## src/rtl/pipe_ctrl_unit_if.sv

```systemverilog
// rtl/pipe_ctrl_unit_if.sv - control/status bundle between the datapath and the pipeline sequencer
interface pipe_ctrl_unit_if #(
  parameter int N_STAGES   = 5,
  parameter int REG_ADDR_W = 5,
  parameter int CNT_W      = 32
);
  localparam int L = N_STAGES - 1;

  // Datapath and debug requests into the sequencer
  logic                  instr_valid_in;
  logic [REG_ADDR_W-1:0] id_rs;
  logic [REG_ADDR_W-1:0] id_rt;
  logic [REG_ADDR_W-1:0] ex_rw;
  logic                  ex_mem_read;
  logic                  branch_taken;
  logic                  halt_req;
  logic                  step_req;
  logic                  run_req;

  // Enables, qualifiers and status out of the sequencer
  logic                  pc_en;
  logic [L-1:0]          latch_en;
  logic [L-1:0]          valid_out;
  logic                  stall;
  logic                  retire;
  logic [1:0]            state;
  logic [CNT_W-1:0]      cycle_count;
  logic [CNT_W-1:0]      retired_count;
  logic [CNT_W-1:0]      stall_count;

  modport master (
    output instr_valid_in, id_rs, id_rt, ex_rw, ex_mem_read,
           branch_taken, halt_req, step_req, run_req,
    input  pc_en, latch_en, valid_out, stall, retire, state,
           cycle_count, retired_count, stall_count
  );

  modport slave (
    input  instr_valid_in, id_rs, id_rt, ex_rw, ex_mem_read,
           branch_taken, halt_req, step_req, run_req,
    output pc_en, latch_en, valid_out, stall, retire, state,
           cycle_count, retired_count, stall_count
  );
endinterface

```

## src/rtl/pipe_ctrl_unit.sv

```systemverilog
// rtl/pipe_ctrl_unit.sv - pipeline sequencer with load-use stall, branch flush, run control (PIPE_PERF_CNT_EN enables perf counters)
module pipe_ctrl_unit #(
  parameter int N_STAGES   = 5,
  parameter int REG_ADDR_W = 5,
  parameter int CNT_W      = 32
) (
  input logic              clock,
  input logic              reset,
  pipe_ctrl_unit_if.slave  bus
);
  localparam int L = N_STAGES - 1;

  localparam logic [1:0] ST_RUN    = 2'd0;
  localparam logic [1:0] ST_DRAIN  = 2'd1;
  localparam logic [1:0] ST_HALTED = 2'd2;
  localparam logic [1:0] ST_STEP   = 2'd3;

  logic [1:0]   state_q, state_d;
  logic [L-1:0] valid_q, valid_d;
  logic         stall;
  logic         halted;
  logic         fetch_ok;

  // Hazard detect and run-state decode
  always_comb begin
    halted   = (state_q == ST_HALTED);
    fetch_ok = (state_q == ST_RUN) || (state_q == ST_STEP);
    stall    = valid_q[0] & valid_q[1] & bus.ex_mem_read &
               (bus.ex_rw != '0) &
               ((bus.ex_rw == bus.id_rs) | (bus.ex_rw == bus.id_rt));
  end

  // Valid-bit shift: a stall holds IF/ID and injects a bubble into EX
  always_comb begin
    valid_d = valid_q;
    if (!halted) begin
      for (int i = 2; i < L; i++) begin
        valid_d[i] = valid_q[i-1];
      end
      if (stall) begin
        valid_d[1] = 1'b0;
      end else begin
        valid_d[1] = valid_q[0];
        valid_d[0] = fetch_ok & bus.instr_valid_in & ~bus.branch_taken;
      end
    end
  end

  // Run-control next state; STEP leaves only once its fetch has gone through
  always_comb begin
    state_d = state_q;
    case (state_q)
      ST_RUN:    if (bus.halt_req) state_d = ST_DRAIN;
      ST_DRAIN:  if (valid_q == '0) state_d = ST_HALTED;
      ST_HALTED: begin
        if (bus.run_req)       state_d = ST_RUN;
        else if (bus.step_req) state_d = ST_STEP;
      end
      default:   if (!stall) state_d = ST_DRAIN;
    endcase
  end

  // State and valid registers
  always_ff @(posedge clock) begin
    if (reset) begin
      state_q <= ST_RUN;
      valid_q <= '0;
    end else begin
      state_q <= state_d;
      valid_q <= valid_d;
    end
  end

  assign bus.stall     = stall;
  assign bus.pc_en     = fetch_ok & ~stall;
  assign bus.latch_en  = halted ? '0 : (stall ? {{(L-1){1'b1}}, 1'b0} : '1);
  assign bus.retire    = ~halted & valid_q[L-1];
  assign bus.state     = state_q;
  assign bus.valid_out = valid_q;

`ifdef PIPE_PERF_CNT_EN
  logic [CNT_W-1:0] cycle_cnt_q, retired_cnt_q, stall_cnt_q;

  // Saturating performance counters
  always_ff @(posedge clock) begin
    if (reset) begin
      cycle_cnt_q   <= '0;
      retired_cnt_q <= '0;
      stall_cnt_q   <= '0;
    end else begin
      if (!halted && !(&cycle_cnt_q))     cycle_cnt_q   <= cycle_cnt_q + CNT_W'(1);
      if (bus.retire && !(&retired_cnt_q)) retired_cnt_q <= retired_cnt_q + CNT_W'(1);
      if (stall && !(&stall_cnt_q))        stall_cnt_q   <= stall_cnt_q + CNT_W'(1);
    end
  end

  assign bus.cycle_count   = cycle_cnt_q;
  assign bus.retired_count = retired_cnt_q;
  assign bus.stall_count   = stall_cnt_q;
`else
  assign bus.cycle_count   = '0;
  assign bus.retired_count = '0;
  assign bus.stall_count   = '0;
`endif

endmodule

```

## src/flat_wrapper.sv

```systemverilog
// flat-port wrapper written by rule: the top's interface ports become plain ports
module pipe_ctrl_unit_flat 
#(
  parameter int N_STAGES   = 5,
  parameter int REG_ADDR_W = 5,
  parameter int CNT_W      = 32
)
  (clock, reset, bus_instr_valid_in, bus_id_rs, bus_id_rt, bus_ex_rw, bus_ex_mem_read, bus_branch_taken, bus_halt_req, bus_step_req, bus_run_req, bus_pc_en, bus_latch_en, bus_valid_out, bus_stall, bus_retire, bus_state, bus_cycle_count, bus_retired_count, bus_stall_count);
  pipe_ctrl_unit_if #(.N_STAGES(N_STAGES), .REG_ADDR_W(REG_ADDR_W), .CNT_W(CNT_W)) bus_i ();
  input logic clock;
  input logic reset;
  input wire logic [$bits(bus_i.instr_valid_in)-1:0] bus_instr_valid_in;
  input wire logic [$bits(bus_i.id_rs)-1:0] bus_id_rs;
  input wire logic [$bits(bus_i.id_rt)-1:0] bus_id_rt;
  input wire logic [$bits(bus_i.ex_rw)-1:0] bus_ex_rw;
  input wire logic [$bits(bus_i.ex_mem_read)-1:0] bus_ex_mem_read;
  input wire logic [$bits(bus_i.branch_taken)-1:0] bus_branch_taken;
  input wire logic [$bits(bus_i.halt_req)-1:0] bus_halt_req;
  input wire logic [$bits(bus_i.step_req)-1:0] bus_step_req;
  input wire logic [$bits(bus_i.run_req)-1:0] bus_run_req;
  output wire logic [$bits(bus_i.pc_en)-1:0] bus_pc_en;
  output wire logic [$bits(bus_i.latch_en)-1:0] bus_latch_en;
  output wire logic [$bits(bus_i.valid_out)-1:0] bus_valid_out;
  output wire logic [$bits(bus_i.stall)-1:0] bus_stall;
  output wire logic [$bits(bus_i.retire)-1:0] bus_retire;
  output wire logic [$bits(bus_i.state)-1:0] bus_state;
  output wire logic [$bits(bus_i.cycle_count)-1:0] bus_cycle_count;
  output wire logic [$bits(bus_i.retired_count)-1:0] bus_retired_count;
  output wire logic [$bits(bus_i.stall_count)-1:0] bus_stall_count;
  assign bus_i.instr_valid_in = bus_instr_valid_in;
  assign bus_i.id_rs = bus_id_rs;
  assign bus_i.id_rt = bus_id_rt;
  assign bus_i.ex_rw = bus_ex_rw;
  assign bus_i.ex_mem_read = bus_ex_mem_read;
  assign bus_i.branch_taken = bus_branch_taken;
  assign bus_i.halt_req = bus_halt_req;
  assign bus_i.step_req = bus_step_req;
  assign bus_i.run_req = bus_run_req;
  assign bus_pc_en = bus_i.pc_en;
  assign bus_latch_en = bus_i.latch_en;
  assign bus_valid_out = bus_i.valid_out;
  assign bus_stall = bus_i.stall;
  assign bus_retire = bus_i.retire;
  assign bus_state = bus_i.state;
  assign bus_cycle_count = bus_i.cycle_count;
  assign bus_retired_count = bus_i.retired_count;
  assign bus_stall_count = bus_i.stall_count;
  pipe_ctrl_unit #(.N_STAGES(N_STAGES), .REG_ADDR_W(REG_ADDR_W), .CNT_W(CNT_W)) u_core (.clock(clock), .reset(reset), .bus(bus_i));
endmodule
```

## config.mk

```make
export PLATFORM = sky130hd
export DESIGN_NAME = pipe_ctrl_unit_flat
export DESIGN_NICKNAME = d
export VERILOG_FILES = /design/src/rtl/pipe_ctrl_unit_if.sv /design/src/rtl/pipe_ctrl_unit.sv /design/src/flat_wrapper.sv
export SDC_FILE = /design/constraint.sdc
export NUM_CORES = 1
export LEC_CHECK = 0
export CAP_MARGIN = 15
export CORE_MARGIN = 2
export CORE_UTILIZATION = 29
export CTS_CLUSTER_SIZE = 24
export DETAILED_ROUTE_END_ITERATION = 12
export PLACE_DENSITY = 0.93
export SETUP_SLACK_MARGIN = 0.02
export SLEW_MARGIN = 20
export SYNTH_ARGS = -nofsm -noshare
export SYNTH_HDL_FRONTEND = slang
export SYNTH_SLANG_ARGS = --single-unit
```

## constraint.sdc

```tcl
create_clock -name clock -period 2.4 [get_ports clock]
set_input_delay 0.24 -clock clock [delete_from_list [all_inputs] [get_ports clock]]
set_output_delay 0.24 -clock clock [all_outputs]
set_load 0.03 [all_outputs]
```

==> metrics list, run 1 <==
- The count of buffers added on input and output ports is 35.
* Cell Pwr Density: 639 nW/um^2
- Worst setup SP type: input pin
- Number of synthesis warnings: 0
- Counting both buffers and inverters, the worst setup path holds a total of 2.
- At the end of routability-driven placement, the weighted congestion stood at 0.719.
- Critical path fanouts, max: 4
- Average cell area after synthesis: 7.96 sq um
* Post-CTS setup buffer count: 0
- The wire-length estimate of the detail-placed layout is 1940 microns.
* Number of antenna repair diodes: 0
- PostCTS Resize Cnt: 0
- Total track usage: 8.54%
- Global-route wire length before repair: 3230 microns
- After clock tree synthesis, the clock-pin slew on the worst setup and hold paths is 0.04 ns.
- Maximum frequency from static timing analysis: 464 MHz
* Dominant register cell in the synthesized netlist: sky130_fd_sc_hd__dfxtp_1
- The filler cells instantiated in the layout total 440.
- Signal routing reaches up to met4.
- By instance count, the cell type seen most on the critical path is sky130_fd_sc_hd__nor2_1.
- Entering global routing, the biggest net connects 10 pins.
- The clock passes through at most 2 buffers.
- Fin Clk Skew: 0.00418 ns
- Setup crit end kind: primary output
- CTS root buf: sky130_fd_sc_hd__clkbuf_8
- TritonCTS built the clock tree.
- Result of the run: completed
- Share of post-route cells with drive strength above 1: 6.28%
* Synthesized cell area: 1260 sq um
- Setup repair after global routing missed its margin: no
- Summing all multi-input logic gate instances after layout gives 734 sq um.
* Vias in the first global route: 681
- Number of DRC violations after detailed routing: 0
- Starting density of the core: 30.8%
- Number of hold violations in the final report: 0
* Detailed-routing iteration count for the pre-antenna-repair pass: 4
- The synthesized netlist contains 25 unique library cells.
- Worst endpoint required time: 2.16 ns
- Total Routed Length: 2240 microns
* Average detailed-routed wire length per instance: 9.27 microns
* Fin Setup TNS: 0 ns
* Number of antenna violations at the first check in global routing: 0
- Rows: 23
- For this run the aggregate overflow at the end of global routing stands at 0.
- In this run the count of I/O pins placed on the die edge is 132.
* Net count, final: 219
- The routed layout has 804 vias.
* Worst path arrival time: 1.92 ns
- In this run, synthesis produced a sequential element count of 6.
- Detailed routing placed a total of 318 microns of wire on met3.
* Crit share post-route: 89.8%
* Area of the core: 4090 sq um
* Max-cap violations: 0
- Proportion of synthesized flip-flops having asynchronous set or reset: 0%
* Worst-path cell with the longest stage delay: sky130_fd_sc_hd__or4_1
- In this design, the largest share of critical-path delay is due to simple AND/OR/NAND/NOR gates.
- The worst path needs 2.16 ns of the cycle, external delays included.
- TritonCTS created 3 clock buffers.
* Detailed router's first-iteration violation count: 10
* Final setup viols: 0
* Sequential-to-total area share from yosys stat: 9.55%
- Maximum cell stage delay along the critical path: 0.59 ns
* H-tree depth reported by CTS: 1
- Routed length on met1: 705 microns
- Synthesis handed over a netlist of 158 instances.
- Hold buffers post-CTS: 0
- After detailed routing, the number of vias per cell comes to 3.34.
- In this run, synthesis inferred 0 flip-flops with an integrated enable.
- Total met2 wirelength after detailed routing: 1160 microns
* Max rail drop VDD: 0.000313 V
* Total count of max-transition violations in the final report: 0
- The signal on the critical path passes through clkdlybuf4s50_1 > or4_1 > o2111ai_2 > nor2_1 > nor2_1 > buf_4.
* Count of clock tree sinks: 6
* Overall die area: 4880 sq um
* Horiz. Die Dim: 69.9 microns
- Summing all flip-flop and latch instances after layout gives 120 sq um.
* Tot Pwr: 0.841 mW
- The min-delay analysis places its worst path in the category flip-flop to flip-flop.
* Area delta synth->final: 4.68%
- In this run the static leakage power is 0.689 nW.
- The die is 69.9 microns tall.
- The critical path in this run is classified as input pin to primary output.
- Clock latency on the worst-skew pair, taken at its later pin, is 0.23 ns.
- The detail route stage leaves a number of antenna-violating nets equal to 0.
[power by group]
part           switching, mW  internal [mW]  total, mW
clock network         0.0503          0.108      0.159
registers             0.0170          0.117      0.134
logic                  0.386          0.163      0.549
total                  0.453          0.388      0.841
[Yosys cell counts, drive strengths merged, types with 2 or more instances]
cell type / count / area share [%]
ha: 3 / 3.0
nand2b: 4 / 2.0
a21oi: 3 / 1.2
buf: 99 / 59
or4: 3 / 1.8
nor3: 2 / 0.80
dfxtp: 6 / 9.6
inv: 4 / 1.2
nor2: 7 / 2.1
mux2i: 4 / 3.2
xor2: 10 / 7.0
[registers in the layout, summed over array words and instances (netlist names)]
| signal | count |
|---|---|
| u_core.bus.state | 2 |
| u_core.bus.valid_out | 4 |
[final timing paths]
check / to / slack, ns / start / cells after the start
worst min-delay path: u_core.bus.valid_out[1] / 0.52 / u_core.bus.valid_out[1] / 2
worst max-delay path: bus_pc_en / 0.24 / bus_ex_rw[1] / 6
worst max register to register: u_core.bus.state[0] / 0.45 / u_core.bus.state[0] / 5
worst min register to register: u_core.bus.valid_out[1] / 0.52 / u_core.bus.valid_out[1] / 2
[metal layers]
layer,vias to the layer above,GRT usage (%)
met5,-,0
met1,348,8.15
met2,78,15.6
met3,5,3.03
li1,373,-
met4,0,5.13
[layout by cell type, fill, tap and decap left out]
cell / count
sky130_fd_sc_hd__nand2b_1: 4
sky130_fd_sc_hd__inv_1: 4
sky130_fd_sc_hd__mux2i_1: 4
sky130_fd_sc_hd__nand2_1: 1
sky130_fd_sc_hd__or4_1: 3
sky130_fd_sc_hd__ha_1: 3
sky130_fd_sc_hd__or4b_2: 1
sky130_fd_sc_hd__o21a_2: 1
sky130_fd_sc_hd__mux2_4: 1
sky130_fd_sc_hd__conb_1: 96
sky130_fd_sc_hd__o2111ai_2: 1
sky130_fd_sc_hd__o21ai_2: 1
sky130_fd_sc_hd__o22ai_1: 1
sky130_fd_sc_hd__nand3b_1: 1
sky130_fd_sc_hd__dfxtp_1: 6
sky130_fd_sc_hd__buf_4: 3
sky130_fd_sc_hd__nor2_1: 7
sky130_fd_sc_hd__a21oi_1: 3
sky130_fd_sc_hd__clkdlybuf4s50_1: 32
sky130_fd_sc_hd__nor3_1: 2
sky130_fd_sc_hd__xor2_1: 10
sky130_fd_sc_hd__a22oi_4: 1
sky130_fd_sc_hd__nor2b_1: 1
sky130_fd_sc_hd__clkbuf_8: 3
sky130_fd_sc_hd__o211ai_1: 1
[cells by family after synthesis]
group	Yosys count	share of synthesized area (%)
buffers and inverters	104	60.4
other	1	0.298
AND/OR/NAND/NOR	20	8.86
flip-flops	6	9.55
multiplexers	5	4.38
AO/OA/AOI/OAI	9	6.57
adder cells (fa/ha/maj)	3	2.99
XOR/XNOR	10	6.96
[layout make-up]
class,instances,area share [%]
inverter,4,1.14
clock buffer,3,3.14
multi-input combinational,143,55.8
timing repair buffer,35,26.0
sequential,6,9.13
tap,50,4.75
[worst register-to-register path, stage by stage, from the launching register on]
cell and delay [ns]:
sky130_fd_sc_hd__dfxtp_1 0.37, sky130_fd_sc_hd__inv_1 0.09, sky130_fd_sc_hd__ha_1 0.31, sky130_fd_sc_hd__or4_1 0.57, sky130_fd_sc_hd__o21ai_2 0.19, sky130_fd_sc_hd__mux2_4 0.31
[per-stage QoR]
stage / setup slack (ns) / std cells / util, % / cell area (sq um) / hold slack, ns
floorplan: 0.294 / 253 / - / 1610 / 0.434
global placement: 0.230 / 238 / 31.2 / 1270 / 0.506
detailed placement: 0.196 / 238 / 31.2 / 1270 / 0.516
CTS: 0.221 / 241 / 32.2 / 1320 / 0.523
global route: 0.0844 / 241 / 32.2 / 1320 / 0.537
finish: 0.245 / 241 / 32.2 / 1320 / 0.522
(Power assumes the default switching activity.)
==> run 2, diff against run 1 <==
--- a/config.mk
+++ b/config.mk
@@ -5,7 +5,7 @@
 export SDC_FILE = /design/constraint.sdc
 export NUM_CORES = 1
 export LEC_CHECK = 0
-export CAP_MARGIN = 15
+export CAP_MARGIN = 20
 export CORE_MARGIN = 2
 export CORE_UTILIZATION = 29
 export CTS_CLUSTER_SIZE = 24
@@ -16,3 +16,4 @@
 export SYNTH_ARGS = -nofsm -noshare
 export SYNTH_HDL_FRONTEND = slang
 export SYNTH_SLANG_ARGS = --single-unit
+export TNS_END_PERCENT = 20
==> results of run 2 <==
Same layout as run 1: the final DEF is identical, and so are final timing and power.
